**src/rtl/clint_bus_arb.sv**
```systemverilog
// Two-master arbiter in front of the CLINT register port: grants one master at a time,
// issues a one-cycle write or read strobe, waits for the read response and returns ack/data.
module clint_bus_arb #(
   parameter int TIMEOUT = 8,
   parameter bit RR_EN   = 1'b1
) (
   input  logic        clk,
   input  logic        resetb,
   input  logic        m0_req,
   input  logic        m0_we,
   input  logic [31:0] m0_addr,
   input  logic [31:0] m0_wdata,
   input  logic [3:0]  m0_wstrb,
   output logic        m0_gnt,
   output logic        m0_ack,
   output logic        m0_err,
   output logic [31:0] m0_rdata,
   input  logic        m1_req,
   input  logic        m1_we,
   input  logic [31:0] m1_addr,
   input  logic [31:0] m1_wdata,
   input  logic [3:0]  m1_wstrb,
   output logic        m1_gnt,
   output logic        m1_ack,
   output logic        m1_err,
   output logic [31:0] m1_rdata,
   output logic        s_wready,
   output logic [31:0] s_waddr,
   output logic [31:0] s_wdata,
   output logic [3:0]  s_wstrb,
   output logic        s_rready,
   output logic [31:0] s_raddr,
   input  logic        s_rresp,
   input  logic [31:0] s_rdata
);

   typedef enum logic [1:0] {IDLE, ISSUE, WAIT, DONE} state_t;

   localparam logic [7:0] TO_LIM = 8'(TIMEOUT);

   state_t      r_state;
   logic        r_ptr;
   logic        r_id;
   logic        r_we;
   logic [7:0]  r_cnt;
   logic        r_wready;
   logic        r_rready;
   logic [31:0] r_waddr;
   logic [31:0] r_wdata;
   logic [3:0]  r_wstrb;
   logic [31:0] r_raddr;
   logic [1:0]  r_ack;
   logic [1:0]  r_err;
   logic [31:0] r_rdata0;
   logic [31:0] r_rdata1;

   logic        w_sel;
   logic        w_grant;
   logic        w_selWe;
   logic [31:0] w_selAddr;
   logic [31:0] w_selWdata;
   logic [3:0]  w_selWstrb;
   logic [7:0]  w_cntNext;

   // m1 wins when alone, or when both ask and the round-robin pointer favours it.
   assign w_sel      = m1_req & (~m0_req | (RR_EN & r_ptr));
   assign w_grant    = (r_state == IDLE) & (m0_req | m1_req) & ~resetb;
   assign w_selWe    = w_sel ? m1_we    : m0_we;
   assign w_selAddr  = w_sel ? m1_addr  : m0_addr;
   assign w_selWdata = w_sel ? m1_wdata : m0_wdata;
   assign w_selWstrb = w_sel ? m1_wstrb : m0_wstrb;
   assign w_cntNext  = r_cnt + 8'd1;

   assign m0_gnt   = w_grant & ~w_sel;
   assign m1_gnt   = w_grant & w_sel;
   assign m0_ack   = r_ack[0];
   assign m1_ack   = r_ack[1];
   assign m0_err   = r_err[0];
   assign m1_err   = r_err[1];
   assign m0_rdata = r_rdata0;
   assign m1_rdata = r_rdata1;
   assign s_wready = r_wready;
   assign s_waddr  = r_waddr;
   assign s_wdata  = r_wdata;
   assign s_wstrb  = r_wstrb;
   assign s_rready = r_rready;
   assign s_raddr  = r_raddr;

   // Strobes, ack and err are one-cycle pulses: cleared every cycle unless re-asserted.
   always_ff @(posedge clk or posedge resetb) begin
      if (resetb) begin
         r_state  <= IDLE;
         r_ptr    <= 1'b0;
         r_id     <= 1'b0;
         r_we     <= 1'b0;
         r_cnt    <= 8'd0;
         r_wready <= 1'b0;
         r_rready <= 1'b0;
         r_waddr  <= 32'd0;
         r_wdata  <= 32'd0;
         r_wstrb  <= 4'd0;
         r_raddr  <= 32'd0;
         r_ack    <= 2'b00;
         r_err    <= 2'b00;
         r_rdata0 <= 32'd0;
         r_rdata1 <= 32'd0;
      end else begin
         r_wready <= 1'b0;
         r_rready <= 1'b0;
         r_ack    <= 2'b00;
         r_err    <= 2'b00;
         case (r_state)
            IDLE: begin
               if (w_grant) begin
                  r_id     <= w_sel;
                  r_we     <= w_selWe;
                  r_wready <= w_selWe;
                  r_rready <= ~w_selWe;
                  if (w_selWe) begin
                     r_waddr <= w_selAddr;
                     r_wdata <= w_selWdata;
                     r_wstrb <= w_selWstrb;
                  end else begin
                     r_raddr <= w_selAddr;
                  end
                  if (RR_EN) r_ptr <= ~w_sel;
                  r_state <= ISSUE;
               end
            end
            ISSUE: begin
               r_cnt <= 8'd0;
               if (r_we) begin
                  r_ack[r_id] <= 1'b1;
                  r_state     <= DONE;
               end else begin
                  r_state <= WAIT;
               end
            end
            WAIT: begin
               if (s_rresp) begin
                  r_ack[r_id] <= 1'b1;
                  if (r_id) r_rdata1 <= s_rdata;
                  else      r_rdata0 <= s_rdata;
                  r_state <= DONE;
               end else if (w_cntNext == TO_LIM) begin
                  r_ack[r_id] <= 1'b1;
                  r_err[r_id] <= 1'b1;
                  if (r_id) r_rdata1 <= 32'd0;
                  else      r_rdata0 <= 32'd0;
                  r_state <= DONE;
               end else begin
                  r_cnt <= w_cntNext;
               end
            end
            DONE: begin
               r_state <= IDLE;
            end
            default: r_state <= IDLE;
         endcase
      end
   end

endmodule

```
**config.mk**
```make
export PLATFORM = sky130hd
export DESIGN_NAME = clint_bus_arb
export DESIGN_NICKNAME = d
export VERILOG_FILES = /design/src/rtl/clint_bus_arb.sv
export SDC_FILE = /design/constraint.sdc
export NUM_CORES = 1
export LEC_CHECK = 0
export ABC_AREA = 1
export CAP_MARGIN = 20
export CORE_ASPECT_RATIO = 0.7
export CORE_MARGIN = 4
export CORE_UTILIZATION = 25
export DETAILED_ROUTE_END_ITERATION = 10
export PLACE_DENSITY = 0.55
export SLEW_MARGIN = 20
export SYNTH_ARGS = -nofsm -noshare
export SYNTH_HDL_FRONTEND = slang
export SYNTH_SLANG_ARGS = --single-unit
```
**constraint.sdc**
```tcl
create_clock -name clk -period 5.95 [get_ports clk]
set_clock_uncertainty 0.1 [all_clocks]
set_input_delay 1.19 -clock clk [delete_from_list [all_inputs] [get_ports clk]]
set_output_delay 1.19 -clock clk [all_outputs]
set_load 0.02 [all_outputs]
```
## Yosys cells after proc, flatten, opt, wreduce, memory -nomap -nowiden

Cells that the tools add are included.

| cells by class | value |
|---|---|
| reductions and logical operators | 11 |
| eq/ne operators | 8 |
| multiplexer cells | 32 |
| divide/modulo/power cells | 0 |
| $lt $le $gt $ge | 2 |
| bitwise operators | 12 |
| multipliers | 0 |
| shift operators | 0 |
| $add $sub $neg | 1 |

Operators with widths:

| kind | count |
|---|---|
| $mux W32 | 10 |
| $mux W2 | 8 |
| $mux W8 | 2 |
| $pmux W8 S2 | 1 |
| $reduce_and A3 Y1 | 5 |
| $add A8 B1 Y8 const B | 1 |
| $eq A8 B4 Y1 const B | 1 |
| $pmux W2 S4 | 1 |
| $mux W1 | 7 |
| $ne A2 B2 Y1 const B | 3 |
| $and A1 B1 Y1 | 5 |
| $not A1 Y1 | 5 |
| $eq A2 B2 Y1 const B | 2 |
| $mux W4 | 1 |
| $pmux W2 S2 | 1 |
| $reduce_and A2 Y1 | 2 |
| $reduce_bool A2 Y1 | 2 |
| $ne A3 B3 Y1 const B | 1 |
| $eq A2 B1 Y1 const B | 1 |
| $logic_not A2 Y1 | 1 |
| $lt A1 B2 Y1 const B | 1 |
| $or A1 B1 Y1 | 2 |
| $demux W1 S1 | 1 |
| $ge A1 B1 Y1 const B | 1 |
| $logic_and A1 B1 Y1 | 1 |

| storage, ports and cells | value |
|---|---|
| bits in writable memories | 0 |
| bits in read-only memories | 0 |
| memories kept | 0 |
| output and inout bits | 172 |
| latch bits | 0 |
| register bits after elaboration | 183 |
| input bits | 175 |
| word-level logic and storage cells | 81 |

## Logic depth before layout (Yosys ltp)

Gate-level depths: netlist (run 1).

| depth | value |
|---|---|
| depth in word-level cells | 7 |
| mapped depth | 12 |
| depth with buffers taken out | 12 |

## Worst setup path after synthesis (run 1)

OpenSTA, ideal clock, no wires.

| timing path | value |
|---|---|
| path kind | input-to-output |
| start | input port m0_req |
| end | output port m0_gnt |
| stages on the path | 5 |
| buffers on the path | 1 |
| slack | 2.697 ns |
| required time | 4.660 ns |
| arrival | 1.963 ns |
| cell sequence | nand2_1 > nand2_2 > inv_2 > clkbuf_1 > nor2_1 |

| on the way | value |
|---|---|
| longest elaborated chain between the ends | 5 |
| elaborated cells between the ends (all ways) | 8 |
| classes of those cells | bitwise: 8 |

Ends and longest elaborated chain:

| item | RTL line | source |
|---|---|---|
| start: declaration | 9 | `input logic m0_req,` |
| $not A1 Y1 | 66 | `assign w_sel = m1_req & (~m0_req \| (RR_EN & r_ptr));` |
| $or A1 B1 Y1 | 66 |  |
| $and A1 B1 Y1 | 66 |  |
| $not A1 Y1 | 74 | `assign m0_gnt = w_grant & ~w_sel;` |
| $and A1 B1 Y1 (*) | 74 |  |
| end: declaration | 14 | `output logic m0_gnt,` |

Every way passes the cells marked *; elsewhere a longest branch is shown, timed or not.

## Worst setup path after layout (run 1)

| timing path | value |
|---|---|
| start | input port resetb |
| end | output port m0_gnt |

| on the way | value |
|---|---|
| longest elaborated chain between the ends | 3 |

Ends and longest elaborated chain:

| item | RTL line | source |
|---|---|---|
| start: declaration | 8 | `input logic resetb,` |
| $not A1 Y1 | 67 | `assign w_grant = (r_state == IDLE) & (m0_req \| m1_req) & ~resetb;` |
| $and A1 B1 Y1 | 67 |  |
| $and A1 B1 Y1 | 74 |  |

No other way between the ends.

==> key figures, run 1 <==
Die
  • Die ar.: 35,500 sq um
  • Die width: 223 microns
  • Core area: 31,600 sq um
  • Initial core utilization: 25.7%
  • Site Rows: 54
  • DIE HEIGHT: 159 microns
  • I/O pins: 347

Hold path
  • Hold Crit Class: flop to flop

Worst setup path
  • Worst EP required: 4.66 ns
  • CP max FO: 40
  • Crit Path Class: input port to output port
  • Crit end category: output port
  • Worst EP arrival: 3.46 ns
  • Critical path launch point type: input port

Place
  • DP Area: 11,900 sq um
  • Port Buffers: 346
  • DP HPWL: 20,800 microns
  • Placed cell count: 1,701
  • RD Place Congestion: 0.806

Power
  • Lkg Pwr: 5.90 nW
  • PD cells: 500 nW/um^2
  • Worst vdd ir: 0.000204 V

Global route
  • Initial antenna violation count: 0
  • All-Layer GR Usage: 16.7%
  • Vias in the first global route: 7,893
  • Largest net degree at the start of global routing: 98
  • First-pass GRT wire length: 47,000 microns
  • Grt ovf: 0

Synth
  • Avg Cell Area, Syn: 8.22 sq um
  • Synth area leaders: dfrtp_1 (56%), nand2_1 (21%), nand4_1 (5.0%), nor2_1 (3.8%), o31ai_1 (3.3%)
  • Yosys Warn Count: 0
  • Top_reg_cell synth: dfrtp_1
  • Syn Std Cell Area: 8120 sq um
  • EDFF count, synth: 0
  • FF+latch count, synth: 183
  • Post-synthesis instance total: 988
  • Largest area contributor in the netlist: dfrtp_1
  • Sequential area share after synthesis: 56.4%
  • Yosys cell types: 28
  • Async set-reset flop share out of synthesis: 100%
  • Synthesized net count: 1,167
  • Synth top area share: 56.4%

Timing
  • Final period utilization: 79.9%
  • Worst rel slew slack: 31.0%
  • Endpoints failing setup: 0
  • Final number of max-transition violations: 0
  • RSZ-0062 raised after global routing: false
  • Post-layout minimum cycle time: 4.75 ns
  • Setup TNS Final: 0 ns
  • Max frequency: 210 MHz
  • Worst Tran Pin Value: 1.03 ns
  • Final hold vios: 0

Route
  • Pre-Repair DR Iteration Count: 5
  • Post-route ant nets: 0
  • DR DRC count: 0
  • DR vias/cell: 4.47
  • Routed len/inst: 17.2 microns
  • Post-Route WL: 29,800 microns
  • Total number of vias: 7,741
  • Drt first-iter violations: 469

Layout
  • Design area: 12,600 sq um
  • Share of cells above drive strength 1: 4.80%
  • Commonest non-fill, non-tap cell in the layout: nand2_1
  • Fin cells: 1,732
  • Commonest cells after routing, fill and taps aside: nand2_1 (463), clkdlybuf4s50_1 (345), dfrtp_1 (183), nor2_1 (82), nand4_1 (65)
  • Area grow syn2layout: 54.7%
  • # diodes: 0
  • Nets@finish: 1,479
  • Fin util: 39.8%

Clock tree
  • H-tree levels: 4
  • Cts-stage hold buffer count: 0
  • Setup Fix Bufs, Post-CTS: 0
  • TritonCTS Sinks: 183
  • Clock-pin slew on the worst setup and hold paths: 0.06 ns
  • Post_cts resized: 0
  • Total CTS buffers: 17
  • Worst-Skew Late Latency: 0.43 ns
  • Clk buf depth: 2
  • CTS tree: built
  • Clock root buffer: clkbuf_16

Run status
  • Status: finished clean

Job
  • Max-cap violations: 0
## cell usage after synthesis (4+ instances only)
master and count:
ha_1 4, inv_2 4, nor2_1 82, buf_4 6, clkbuf_1 43, inv_1 14, o21ai_1 5, nand2_2 4
nand4_1 65, o21ai_0 31, nand3_1 11, nand2_1 463, dfrtp_1 183, o31ai_1 36, buf_2 15, a21oi_1 4
## worst max-delay path, stage by stage
cell and delay (ns):
clkdlybuf4s50_1 0.46, nor2_1 0.45, o21ai_4 0.41, nor2_1 0.26
clkdlybuf4s50_1 0.66
## worst paths after layout
path	slack, ns	start	depth (start not counted)	end
worst min register to register	0.37	s_waddr[2]$_DFFE_PP0P_	2	s_waddr[2]$_DFFE_PP0P_
min in group asynchronous	1.20	resetb	3	m1_rdata[8]$_DFFE_PP0P_
worst max-delay path	1.20	resetb	5	m0_gnt
worst min-delay path	0.37	s_waddr[2]$_DFFE_PP0P_	2	s_waddr[2]$_DFFE_PP0P_
max in group asynchronous	3.51	resetb	4	s_wready$_DFF_PP0_
worst max register to register	2.79	r_state[0]$_DFFE_PP0P_	9	s_wdata[18]$_DFFE_PP0P_
## registers in the layout, indices dropped and copies added (netlist names), 4 cells and up
register,cells
m0_rdata,32
m1_rdata,32
r_cnt,8
s_raddr,32
s_waddr,32
s_wdata,32
s_wstrb,4
## logic make-up (layout without fill, tap and decap cells)
kind of cell               count (synthesis)  in the layout  share of synthesized area, %
AOI/OAI and AO/OA                         80             80                          6.18
xor gates and xnor gates                   1              1                         0.108
adders and majority gates                  4              4                         0.616
buffers and inverters                     85            409                          4.44
DFF                                      183            183                          56.4
and+or+nand+nor                          635            635                          32.3
## per-layer routing
| layer | share of wire (%) | global-route usage [%] |
|---|---|---|
| met1 | 46 | 22.8 |
| met2 | 45 | 25.6 |
| met3 | 7.4 | 6.13 |
| met4 | 1.1 | 3.33 |
| met5 | 0 | 0 |
## area by class of cell
| class | count | area, sq um |
|---|---|---|
| well taps | 420 | 526 |
| multi-input cells | 720 | 3200 |
| fillers | 3260 | 19000 |
| flip-flops and latches | 183 | 4580 |
| repair buffers | 359 | 3570 |
| clock inverters | 9 | 139 |
| inverters | 19 | 76.3 |
| clock buffers | 22 | 484 |
## power by group
group	leakage, nW	internal, mW	total, mW	switching [mW]
registers	2.32	1.77	2.07	0.297
logic	3.28	1.27	2.99	1.72
clock network	0.301	0.709	1.23	0.522
## stage by stage
step | hold slack [ns] | setup slack (ns) | power (mW)
2_1_floorplan | 0.349 | 2.31 | 3.55
3_5_place_dp | 0.357 | 1.14 | 5.10
4_1_cts | 0.375 | 1.13 | 6.37
6_report | 0.369 | 1.20 | 6.29
3_3_place_gp | 0.353 | 1.13 | 5.09
5_1_grt | 0.400 | 1.05 | 6.69
No activity file was read; power rests on OpenSTA's default activity.
==> run 2, diff against run 1 <==
clock period = 4.18 ns   (was 5.95 ns; I/O delays follow)
==> run 2 against run 1 <==
- register-to-register slack worse by 1.3 ns
- sequential cell count stayed put
- wire length increased by 1.2%
==> key figures, run 2 (synthesized netlist as in run 1, its figures left out) <==
Run status
  • Status: finished clean

Route
  • DR vias/cell: 4.51
  • Total number of vias: 7,838
  • Pre-Repair DR Iteration Count: 6
  • Drt first-iter violations: 508
  • Post-route ant nets: 0
  • Routed len/inst: 17.4 microns
  • Post-Route WL: 30,200 microns
  • DR DRC count: 0

Clock tree
  • Worst-Skew Late Latency: 0.44 ns
  • Setup Fix Bufs, Post-CTS: 0
  • Clk buf depth: 2
  • Clock root buffer: clkbuf_16
  • CTS tree: built
  • Post_cts resized: 0
  • Cts-stage hold buffer count: 0
  • Total CTS buffers: 17
  • TritonCTS Sinks: 183
  • H-tree levels: 4
  • Clock-pin slew on the worst setup and hold paths: 0.07 ns

Layout
  • Nets@finish: 1,487
  • Fin cells: 1,739
  • # diodes: 0
  • Share of cells above drive strength 1: 5.23%
  • Commonest non-fill, non-tap cell in the layout: nand2_1
  • Area grow syn2layout: 54.7%
  • FILL cells: 3,256
  • Commonest cells after routing, fill and taps aside: nand2_1 (463), clkdlybuf4s50_1 (345), dfrtp_1 (183), nor2_1 (82), nand4_1 (65)

Timing
  • Setup TNS Final: 0 ns
  • RSZ-0062 raised after global routing: false
  • Final period utilization: 92.4%
  • Worst rel slew slack: 38.8%
  • Post-layout minimum cycle time: 3.86 ns
  • Final number of max-transition violations: 0
  • Final hold vios: 0
  • Endpoints failing setup: 0
  • Max frequency: 259 MHz
  • Worst Tran Pin Value: 0.915 ns

Die
  • DIE HEIGHT: 159 microns
  • Core area: 31,600 sq um
  • Die ar.: 35,500 sq um
  • Initial core utilization: 25.7%
  • I/O pins: 347
  • Site Rows: 54
  • Die width: 223 microns

Place
  • RD Place Congestion: 0.808
  • DP HPWL: 21,700 microns
  • Placed cell count: 1,709
  • Port Buffers: 346

Worst setup path
  • Worst-path cell chain: clkdlybuf4s50_1, nor2_1, o21ai_4, nor2_1, clkdlybuf4s50_1
  • Worst EP required: 3.24 ns
  • R2r worst-path depth: 9
  • CP max FO: 18
  • Crit Path Class: input port to output port
  • Worst R2R Setup Slack: 1.52 ns
  • Critical path launch point type: input port
  • CP max stage delay: 0.70 ns
  • Worst EP arrival: 2.93 ns
  • CP max-delay cell: clkdlybuf4s50_1
  • Crit end category: output port

Power
  • PD cells: 696 nW/um^2
  • Worst vdd ir: 0.000298 V
  • Lkg Pwr: 5.90 nW

Hold path
  • Hold Crit Class: flop to flop
  • Hold depth: 2

Job
  • Max-cap violations: 0

Global route
  • First-pass GRT wire length: 47,300 microns
  • Grt ovf: 0
  • Vias in the first global route: 7,967
  • All-Layer GR Usage: 16.9%
  • Initial antenna violation count: 2
  • Largest net degree at the start of global routing: 69
-- run 2: metal layers --
metal	vias up	share of wire, %	GRT usage (%)
met5	-	0.11	0
met3	17	8.8	7.00
met2	244	45	25.9
met4	4	0.85	3.16
li1	3829	-	-
met1	3744	45	22.6
-- run 2: worst paths after layout --
path | from | end
worst min register to register | s_waddr[2]$_DFFE_PP0P_ | s_waddr[2]$_DFFE_PP0P_
min in group asynchronous | resetb | r_id$_DFFE_PP0P_
max in group asynchronous | resetb | s_wdata[10]$_DFFE_PP0P_
worst max register to register | r_state[0]$_DFFE_PP0P_ | s_wdata[26]$_DFFE_PP0P_
worst min-delay path | s_waddr[2]$_DFFE_PP0P_ | s_waddr[2]$_DFFE_PP0P_
worst max-delay path | resetb | m0_gnt
-- run 2: final cells by class --
type / count / area, sq um / share of cell area (%)
Clock buffer: 19 / 433 / 3.44
Inverter: 19 / 76.3 / 0.607
Multi-Input combinational cell: 720 / 3200 / 25.4
Timing Repair Buffer: 367 / 3650 / 29.1
Clock inverter: 11 / 103 / 0.816
Sequential cell: 183 / 4580 / 36.4
Tap cell: 420 / 526 / 4.18
-- run 2: stage by stage --
step / util [%] / hold slack, ns / instance area [sq um] / setup WS (ns) / power [mW]
floorplan: - / 0.349 / 8130 / 0.893 / 5.05
global placement: 38.1 / 0.354 / 12000 / 0.242 / 7.26
detailed placement: 38.1 / 0.357 / 12000 / 0.233 / 7.29
CTS: 39.7 / 0.375 / 12600 / 0.237 / 8.88
global route: 39.7 / 0.389 / 12600 / 0.225 / 9.35
finish: 39.7 / 0.368 / 12600 / 0.318 / 8.75
-- run 2: power breakdown --
part           switching (mW)  total (mW)  internal [mW]
sequential              0.421        2.94           2.52
clock                   0.715        1.53          0.816
combinational            2.46        4.28           1.82
-- run 2: critical path: cells and delay by family --
kind	cells	cell delay [ns]
and+or+nand+nor	2	0.67
buffers and inverters	2	1.15
AOI/OAI and AO/OA	1	0.25
==> run 3, diff against run 2 <==
PLACE_DENSITY = 0.53   (was 0.55)
clock period = 3.6 ns   (was 4.18 ns; I/O delays follow)
==> run 3 against run 2 <==
- highest routed layer unchanged
- design area about the same
- largest power group unchanged
- power grew 17%
- sequential share of layout area is essentially flat
- die area did not move
- sequential power up 17%
- critical path depth stayed put
- sequential cell count unchanged
==> key figures, run 3 (synthesized netlist as in run 1, its figures left out) <==
Power
  • Register share of total power: 33.4%
  • Internal: 6.09 mW
  • Worst vdd ir: 0.000316 V
  • Tot Pwr: 10.3 mW
  • Comb power frac: 48.2%
  • Clk network pwr share: 18.5%
  • Net Switching: 4.19 mW
  • PD cells: 818 nW/um^2
  • Sw Ratio: 40.8%
  • Lkg Pwr: 5.90 nW

Place
  • RD Place Congestion: 0.796
  • DP Area: 12,000 sq um
  • Dpl ws: 0.150 ns
  • Port Buffers: 346
  • Placed cell count: 1,704
  • DP HPWL: 21,000 microns

Clock tree
  • Clock-pin slew on the worst setup and hold paths: 0.07 ns
  • Total CTS buffers: 17
  • Setup Fix Bufs, Post-CTS: 0
  • CTS tree: built
  • TritonCTS Sinks: 183
  • Cts-stage hold buffer count: 0
  • Clk buf depth: 2
  • H-tree levels: 4
  • Clock root buffer: clkbuf_16
  • Worst-Skew Late Latency: 0.43 ns
  • Post_cts resized: 0

Layout
  • Design area: 12,600 sq um
  • Area grow syn2layout: 54.8%
  • Commonest cells after routing, fill and taps aside: nand2_1 (463), clkdlybuf4s50_1 (345), dfrtp_1 (183), nor2_1 (82), nand4_1 (65)
  • Fin cells: 1,738
  • Commonest non-fill, non-tap cell in the layout: nand2_1
  • Nets@finish: 1,482
  • FILL cells: 3,222
  • Share of cells above drive strength 1: 4.94%

Route
  • DR vias/cell: 4.46
  • DR DRC count: 0
  • Post-route ant nets: 0
  • Routed len/inst: 17.2 microns
  • Total number of vias: 7,757
  • Post-Route WL: 29,900 microns
  • Drt first-iter violations: 534
  • Pre-Repair DR Iteration Count: 4

Hold path
  • Hold Path End: s_waddr[31]$_DFFE_PP0P_
  • Hold depth: 2
  • HP Start: s_waddr[31]$_DFFE_PP0P_
  • Hold Crit Class: flop to flop

Worst setup path
  • Worst EP arrival: 2.54 ns
  • Crit end category: output port
  • Worst R2R Setup Slack: 1.01 ns
  • Critical path launch point type: input port
  • Worst EP required: 2.78 ns
  • Crit Path Class: input port to output port
  • Reg2reg end: s_wdata[8]$_DFFE_PP0P_
  • Worst reg2reg path startpoint: r_state[0]$_DFFE_PP0P_
  • R2r worst-path depth: 10
  • CP max FO: 5

Timing
  • RSZ-0062 raised after global routing: false
  • Final number of max-transition violations: 0
  • Setup TNS Final: 0 ns
  • Final hold vios: 0
  • PnR worst setup slack: 0.239 ns
  • Final period utilization: 93.3%
  • Max frequency: 298 MHz
  • Post-layout minimum cycle time: 3.36 ns
  • Worst Tran Pin Value: 0.792 ns
  • Endpoints failing setup: 0
  • Worst rel slew slack: 47.1%

Die
  • DIE HEIGHT: 159 microns
  • Core area: 31,600 sq um
  • Site Rows: 54
  • Die ar.: 35,500 sq um
  • I/O pins: 347
  • Initial core utilization: 25.7%
  • Die width: 223 microns

Global route
  • First-pass GRT wire length: 47,500 microns
  • Largest net degree at the start of global routing: 105
  • Top Usage Layer GRT: met2
  • GR Util met2: 25.5%
  • M1 GR Usage: 22.6%
  • Grt ovf: 0
  • All-Layer GR Usage: 16.9%
  • Met3 Usage GRT: 6.53%
  • Initial antenna violation count: 6
  • Vias in the first global route: 7,932

Job
  • Max-cap violations: 0

Run status
  • Status: finished clean
-- run 3: cell count changes in the layout (fill, tap and decap cells not counted) --
| cell | previous run | this run |
|---|---|---|
| diode_2 | 0 | 2 |
| clkinvlp_4 | 4 | 2 |
| buf_4 | 18 | 13 |
| clkinv_2 | 4 | 5 |
| clkbuf_8 | 0 | 1 |
| bufinv_16 | 1 | 2 |
| clkbuf_1 | 2 | 3 |
-- run 3: power groups by stage --
stage               logic [mW]  registers [mW]  clock network, mW
floorplan                 1.44            4.42                  0
global placement          5.00            3.44                  0
detailed placement        5.02            3.44                  0
CTS                       5.03            3.43               1.96
global route              5.39            3.55               2.04
finish                    4.95            3.43               1.90
-- run 3: final cells by class --
class                           count  area [sq um]  share of cell area (%)
Sequential cell                   183          4580                    36.4
Antenna cell                        2          5.00                  0.0398
Multi-Input combinational cell    720          3200                    25.4
Clock buffer                       21           450                    3.58
Tap cell                          420           526                    4.18
Timing Repair Buffer              362          3620                    28.8
Inverter                           19          76.3                   0.607
Clock inverter                     11           123                   0.975
-- run 3: worst max-delay path, stage by stage --
cell and delay (ns):
clkdlybuf4s50_1 0.47, nor2_1 0.28, o21ai_4 0.12, nor2_1 0.26, clkdlybuf4s50_1 0.69
-- run 3: how the worst max path moves through the flow --
stage               cells after the start                    from                      end
floorplan                               1                  resetb  m0_rdata[0]$_DFFE_PP0P_
global placement                        5                  resetb                   m0_gnt
detailed placement                      9                  m0_req   s_wdata[8]$_DFFE_PP0P_
CTS                                     5                  resetb                   m0_gnt
global route                            7  r_state[0]$_DFFE_PP0P_                   m0_gnt
finish                                  5                  resetb                   m0_gnt
-- run 3: metal layers --
metal,routed length (microns),vias to the layer above
met5,61,-
met4,467,8
met3,2390,34
met2,13500,220
met1,13500,3675
li1,-,3820
-- run 3: through the flow --
stage,hold slack [ns],utilization [%]
2_1_floorplan,0.349,-
3_3_place_gp,0.352,37.9
3_5_place_dp,0.358,37.9
4_1_cts,0.376,39.7
5_1_grt,0.396,39.8
6_report,0.369,39.8
